<file path="src/rtl/codificador_4a2_sync.sv">
// Registered 4-to-2 priority encoder front end for board request lines.
// The request bus is synchronised, debounced against a snapshot, and each
// accepted press produces one valid strobe, a latched code, a multi-line
// flag and a step of the running event counter. A press must be released
// (synchronised bus back to zero) before another event can be emitted.
module codificador_4a2_sync #(
  parameter int DEB_CYCLES = 4,
  parameter int CNT_W      = 8
) (
  input  logic             clk,
  input  logic             rst,
  input  logic             en,
  input  logic             clear_cnt,
  input  logic [3:0]       A,
  output logic [1:0]       Y,
  output logic             valid,
  output logic             multi,
  output logic             any,
  output logic [CNT_W-1:0] count
);

  typedef enum logic [1:0] {
    IDLE         = 2'd0,
    DEBOUNCE     = 2'd1,
    EMIT         = 2'd2,
    WAIT_RELEASE = 2'd3
  } state_t;

  // Stable-count value that, after one more matching edge, completes debounce.
  localparam logic [7:0] DEB_LAST = 8'(DEB_CYCLES - 1);

  state_t          state, state_n;
  logic [1:0][3:0] sync_q;
  logic [3:0]      a_s;
  logic [3:0]      snap, snap_n;
  logic [7:0]      deb_cnt, deb_n;
  logic            emit_edge;

  // Highest set bit wins; an all-zero input never reaches this path.
  function automatic logic [1:0] encode(input logic [3:0] v);
    if (v[3])      encode = 2'b11;
    else if (v[2]) encode = 2'b10;
    else if (v[1]) encode = 2'b01;
    else           encode = 2'b00;
  endfunction

  // Clearing the lowest set bit leaves something only if two or more were set.
  function automatic logic more_than_one(input logic [3:0] v);
    more_than_one = (v & (v - 4'd1)) != 4'd0;
  endfunction

  assign a_s = sync_q[1];
  assign any = |a_s;

  // Two-stage synchroniser for the asynchronous request lines.
  always_ff @(posedge clk or posedge rst) begin
    if (rst) begin
      sync_q <= '0;
    end else begin
      sync_q[1] <= sync_q[0];
      sync_q[0] <= A;
    end
  end

  // FSM state, snapshot and stable-edge counter.
  always_ff @(posedge clk or posedge rst) begin
    if (rst) begin
      state   <= IDLE;
      snap    <= '0;
      deb_cnt <= '0;
    end else begin
      state   <= state_n;
      snap    <= snap_n;
      deb_cnt <= deb_n;
    end
  end

  // Next-state logic: the loading edge counts as stable edge 1.
  always_comb begin
    state_n = state;
    snap_n  = snap;
    deb_n   = deb_cnt;
    unique case (state)
      IDLE: begin
        if (en && a_s != 4'd0) begin
          snap_n  = a_s;
          deb_n   = 8'd1;
          state_n = (DEB_CYCLES == 1) ? EMIT : DEBOUNCE;
        end
      end
      DEBOUNCE: begin
        if (!en || a_s == 4'd0) begin
          state_n = IDLE;
        end else if (a_s != snap) begin
          // A different nonzero pattern restarts the stability window.
          snap_n = a_s;
          deb_n  = 8'd1;
        end else begin
          deb_n = deb_cnt + 8'd1;
          if (deb_cnt == DEB_LAST) state_n = EMIT;
        end
      end
      EMIT: begin
        state_n = WAIT_RELEASE;
      end
      WAIT_RELEASE: begin
        // Held or changed presses are ignored until the lines go quiet.
        if (a_s == 4'd0) state_n = IDLE;
      end
      default: state_n = IDLE;
    endcase
  end

  // Moore outputs decoded from the current state.
  always_comb begin
    valid = (state == EMIT);
  end

  assign emit_edge = (state_n == EMIT) && (state != EMIT);

  // Latch code and multi flag on the edge that enters EMIT; hold otherwise.
  always_ff @(posedge clk or posedge rst) begin
    if (rst) begin
      Y     <= 2'b00;
      multi <= 1'b0;
    end else if (emit_edge) begin
      Y     <= encode(snap_n);
      multi <= more_than_one(snap_n);
    end
  end

  // Event counter; a clear on the emitting edge swallows that increment.
  always_ff @(posedge clk or posedge rst) begin
    if (rst) begin
      count <= '0;
    end else if (clear_cnt) begin
      count <= '0;
    end else if (emit_edge) begin
      count <= count + 1'b1;
    end
  end

endmodule

</file>
<file path="config.mk">
export PLATFORM = sky130hd
export DESIGN_NAME = codificador_4a2_sync
export DESIGN_NICKNAME = d
export VERILOG_FILES = /design/src/rtl/codificador_4a2_sync.sv
export SDC_FILE = /design/constraint.sdc
export NUM_CORES = 1
export LEC_CHECK = 0
export CORE_ASPECT_RATIO = 1.2
export CORE_MARGIN = 5
export CORE_UTILIZATION = 40
export DETAILED_ROUTE_END_ITERATION = 6
export PLACE_DENSITY_LB_ADDON = 0.1
export SLEW_MARGIN = 5
export SYNTH_ARGS = -nofsm -noshare
export SYNTH_HDL_FRONTEND = slang
export SYNTH_SLANG_ARGS = --single-unit
</file>
<file path="constraint.sdc">
create_clock -name clk -period 2.1 [get_ports clk]
set_clock_uncertainty 0.1 [all_clocks]
set_input_delay 0.21 -clock clk [delete_from_list [all_inputs] [get_ports clk]]
set_output_delay 0.21 -clock clk [all_outputs]
set_load 0.02 [all_outputs]
</file>
After elaboration in Yosys (flattened, before gate mapping)
Index checks and enable logic that the tools add are counted.

Add/subtract/negate cells: 3. $mul: 0. Div/mod/pow operators: 0. Magnitude comparators: 0. Eq/ne operators: 9. Shifts and indexed selects: 0. Multiplexer cells: 19. Bitwise gates (word level): 1. Reductions and logical operators: 12.

Operator list (number): 2-to-1 mux 8 bit (5); adder 8 x 1 -> 8 bit, second input constant (2); one-hot mux 8 bit (2 select lines) (1); 2-to-1 mux 2 bit (7); 2-to-1 mux 4 bit (3); equality test 8 x 2 -> 1 bit, second input constant (1); one-hot mux 2 bit (4 select lines) (1); one-hot mux 4 bit (2 select lines) (1); nonzero test 4 bit (2); equality test 2 bit, second input constant (3); != test 2 bit, second input constant (3); bitwise AND 4 bit (1); zero test 4 bit (1); != test 4 bit (1); nonzero test 2 bit (2); OR reduction 4 bit (1); subtractor 4 x 1 -> 4 bit, second input constant (1); AND reduction 3 bit (1); equality test 2 x 1 -> 1 bit, second input constant (1); logical AND 1 bit (2); zero test 2 bit (1); zero test 1 bit (1); logical OR 1 bit (1); 2-to-1 mux 1 bit (1).

Register bits: 33. Bits in latches: 0. Bits in writable memories: 0. ROM bits: 0. Bits of input ports: 8. Logic and storage cells: 52. Memories kept: 0.

Depth between registers and ports, before layout
Depth in word-level cells: 9. Mapped depth: 7. Depth with buffers taken out: 7.

Worst setup path before layout
OpenSTA, ideal clock, no wires.

Kind: register to register. From: register deb_cnt[0]. To: register count[7]. Arrival time: 1713 ps. Data required time: 1922 ps. Slack: 210 ps. Stages on the path, launching flop included: 8. Buffers on the path: 1. Clock period less this slack: 1890 ps. Path through: dfrtp_1 > ha_1 > nor4b_2 > nand2_1 > nand4bb_1 > buf_2 > or4_1 > a21oi_1.

Word-level cells in the longest chain between the ends: 8.

Ends and longest elaborated chain: start, declared (line 36) `logic [7:0] deb_cnt, deb_n;`; start signal, assigned (line 74) `deb_cnt <= deb_n;`; equality test 8 x 2 -> 1 bit (line 100) `if (deb_cnt == DEB_LAST) state_n = EMIT;`; 2-to-1 mux 2 bit (line 100); 2-to-1 mux 2 bit (line 94) `end else if (a_s != snap) begin`; 2-to-1 mux 2 bit (line 92) `if (!en || a_s == 4'd0) begin`; one-hot mux 2 bit (4 select lines) (line 83) `unique case (state)`; equality test 2 bit (line 119) `assign emit_edge = (state_n == EMIT) && (state != EMIT);`; logical AND 1 bit (line 119); nonzero test 2 bit (no source line); end signal, assigned (line 139) `count <= count + 1'b1;`; end, declared (line 19) `output logic [CNT_W-1:0] count`.

Every way passes these cells. A chain may end at the register's enable or synchronous reset.

Worst setup path after layout
From: register deb_cnt[0]. To: register count[6].

Same word-level chain as after synthesis.

==> impl_metrics.py <==
metrics = {
    "cts": {
        "numCtsBuffers": 5,
        "cts_tree": "built",
        "root_buffer": "clkbuf_8",
        "clk_latency_ns": 0.28,
        "clockBufferDepth": 2,
        "clock_sinks": 33,
        "path_clk_slew_ns": 0.07,
        "postCtsHoldBufs": 0,
        "htree_levels": 2,
    },
    "power": {
        "p_int_mw": 1.02,
        "power_frac_comb": 0.160,
        "p_leak_nw": 0.905,
        "pwr-share-seq": 0.509,
        "swShare": 0.273,
        "peakVddDrop_v": 0.000356,
        "clockPowerShare": 0.331,
        "p_switching_mw": 0.384,
        "p_per_area_mw_per_mm2": 695,
    },
    "route": {
        "first_pass_iters": 4,
        "final_antenna_net_count": 0,
        "drt-initial-drc-count": 72,
        "avgRoutedWirePerCell_um": 13.5,
        "drc_errors": 0,
        "routed_wl_um": 3260,
        "vias": 1232,
        "via_per_inst": 5.09,
    },
    "global_route": {
        "grt_max_degree": 34,
        "grt_pass1_vias": 1205,
        "grt_pass1_wl_um": 5450,
        "grt_usage": 0.136,
        "grt_overflow_total": 0,
        "grt_antenna_before_repair": 0,
    },
    "timing": {
        "finalSetupViolations": 0,
        "rsz0062_at_grt": "no",
        "setup_tns_ns": 0,
        "hold_violations": 0,
        "maxSlewViolCount": 0,
        "clock.fmax_ghz": 0.500,
        "slew_headroom": 0.724,
        "worst_pin_slew_ns": 0.414,
        "fin_crit_ns": 2.00,
        "finalCritPeriodShare": 0.952,
    },
    "floorplanning": {
        "die_w_um": 66.4,
        "ioPinCount": 21,
        "std_cell_rows": 24,
        "start_util": 0.416,
        "die_h_um": 77.6,
        "core_sq_mm": 0.00366,
        "fp.dieArea_sq_mm": 0.00515,
    },
    "setup_path": {
        "worstSetupStartpointType": "flip-flop",
        "r2r-end": "count[6]",
        "rr_worst_depth": 6,
        "crit_chain": "ha_4 -> nor4b_4 -> nand2_1 -> nand4bb_1 -> nor4_1 -> mux2_2",
        "cp-endpoint": "count[6]",
        "timing.rr.start": "deb_cnt[0]",
        "startpoint": "deb_cnt[0]",
        "r2r_slack_ns": 0.1,
        "cp_slowest_cell": "dfrtp_1",
        "crit_fanout": 4,
        "worst_ep_required_time_ns": 2.17,
        "cp-end-kind": "flip-flop",
        "cp_data_arrival_time_ns": 2.07,
        "critical_path_class": "flip-flop to flip-flop",
        "cp_slowest_stage_delay_ns": 0.40,
    },
    "layout": {
        "syn_to_final_growth_pct": 32.6,
        "drive_gt1_frac": 0.174,
        "nets": 199,
        "n_antenna_cell": 0,
        "final_cell_mix": "33 x dfrtp_1, 19 x clkdlybuf4s50_1, 17 x buf_4, 16 x nand2_1, 14 x o21ai_0",
        "fin_util": 0.552,
        "layout_commonest_cell": "dfrtp_1",
    },
    "placement": {
        "hpwl_um": 2350,
        "portBuffers": 20,
        "place.gp.congestion": 0.831,
    },
    "synthesis": {
        "synth_area_sq_mm": 0.00153,
        "synthDistinctLibCells": 33,
        "yosysSeqAreaShare": 0.541,
        "synthCells": 149,
        "syn_nets": 159,
        "avgSynthCellArea_sq_um": 10.2,
        "synth-warning-count": 0,
        "ys_ff_latch": 33,
    },
    "worst_hold_path": {
        "min_path_type": "primary input to async pin",
    },
    "flow_run": {
        "drv_cap": 0,
    },
    "outcome": {
        "status": "finished clean",
    },
}
cell usage after synthesis, drive strengths merged:
cell type / n / area, sq um
dfrtp: 33 / 826
mux2: 1 / 11.3
nand4: 2 / 12.5
a22oi: 1 / 7.51
o31ai: 3 / 22.5
nor3: 1 / 5.00
nand3: 5 / 25.0
nor4b: 1 / 15.0
nand4bb: 2 / 22.5
clkinv: 1 / 5.00
a21oi: 8 / 40.0
nand2b: 1 / 6.26
mux2i: 1 / 10.0
a21o: 4 / 30.0
nor4: 2 / 18.8
ha: 2 / 25.0
a211oi: 4 / 30.0
and3: 3 / 18.8
o21ai: 14 / 70.1
and2b: 1 / 8.76
or3: 3 / 18.8
nor2b: 2 / 12.5
buf: 4 / 18.8
nor3b: 4 / 30.0
or4: 2 / 15.0
nand2: 16 / 60.1
o22ai: 2 / 12.5
inv: 5 / 18.8
a22o: 3 / 26.3
xor2: 7 / 61.3
nor2: 11 / 41.3
worst min-delay path by stage:
stage	startpoint	endpoint	depth (start not counted)
floorplan	A[0]	sync_q[0]	0
global placement	sync_q[3]	a_s[3]	0
detailed placement	sync_q[1]	a_s[1]	0
CTS	rst	Y[1]	3
global route	rst	Y[1]	3
finish	rst	Y[1]	3
through the flow:
stage	power [mW]	hold slack (ns)	cells	setup WS (ns)	area, sq um
floorplan	0.829	0.141	149	0.210	1530
detailed placement	0.932	0.235	233	0.00458	1890
CTS	1.40	0.233	241	0.0763	1990
finish	1.40	0.212	242	0.0998	2020
global placement	0.921	0.234	233	0.0287	1890
global route	1.49	0.247	242	0.0187	2020
flip-flops by register name (all words and copies together) (netlist names):
register  count
snap          4
Y             2
count         8
a_s           4
deb_cnt       8
sync_q        4
multi         1
state         2
kinds of logic (layout without fill, tap and decap cells):
logic type,Yosys count,count (layout),share of synthesized area
DFF,33,33,0.541
AOI/OAI and AO/OA,39,39,0.157
xor gates and xnor gates,7,7,0.0402
muxes,2,2,0.0139
and+or+nand+nor,56,56,0.203
adders and majority gates,2,2,0.0164
buffers and inverters,10,51,0.0279
metal layers:
metal  share of wire  vias to the layer above  wire (um)  track usage
li1                -                      612          -            -
met1            0.47                      587       1530        0.178
met2            0.47                       28       1520        0.205
met3           0.054                        5        176       0.0578
met4           0.010                        0         34       0.0366
met5               0                        -          0            0
critical path: cells and delay by family, from the launching register on:
kind	cells	cell delay, ns
multiplexers	1	0.37
adder cells (fa/ha/maj)	1	0.16
AND/OR/NAND/NOR	4	0.86
flip-flops	1	0.40
area by class of cell:
cell class                 instances  area, sq um
fill                             346         1640
sequential                        33          826
multi-input combinational        106          694
timing repair buffer              37          327
clock buffer                       5         68.8
tap                               52         65.1
inverter                           6         23.8
clock inverter                     3         17.5
power by group through the flow:
stage               logic [mW]  registers (mW)  clock network (mW)
finish                   0.224           0.715               0.465
global route             0.253           0.720               0.514
CTS                      0.212           0.710               0.477
detailed placement       0.211           0.721                   0
global placement         0.204           0.717                   0
floorplan                0.111           0.718                   0
repair_timing:
action | in CTS | in global routing
buffers inserted | 0 | 1
pin swaps | 0 | 1
endpoints found under the setup margin | 1 | 5
gates resized for setup | 2 | 5
Power figures use the tool's default switching activity.
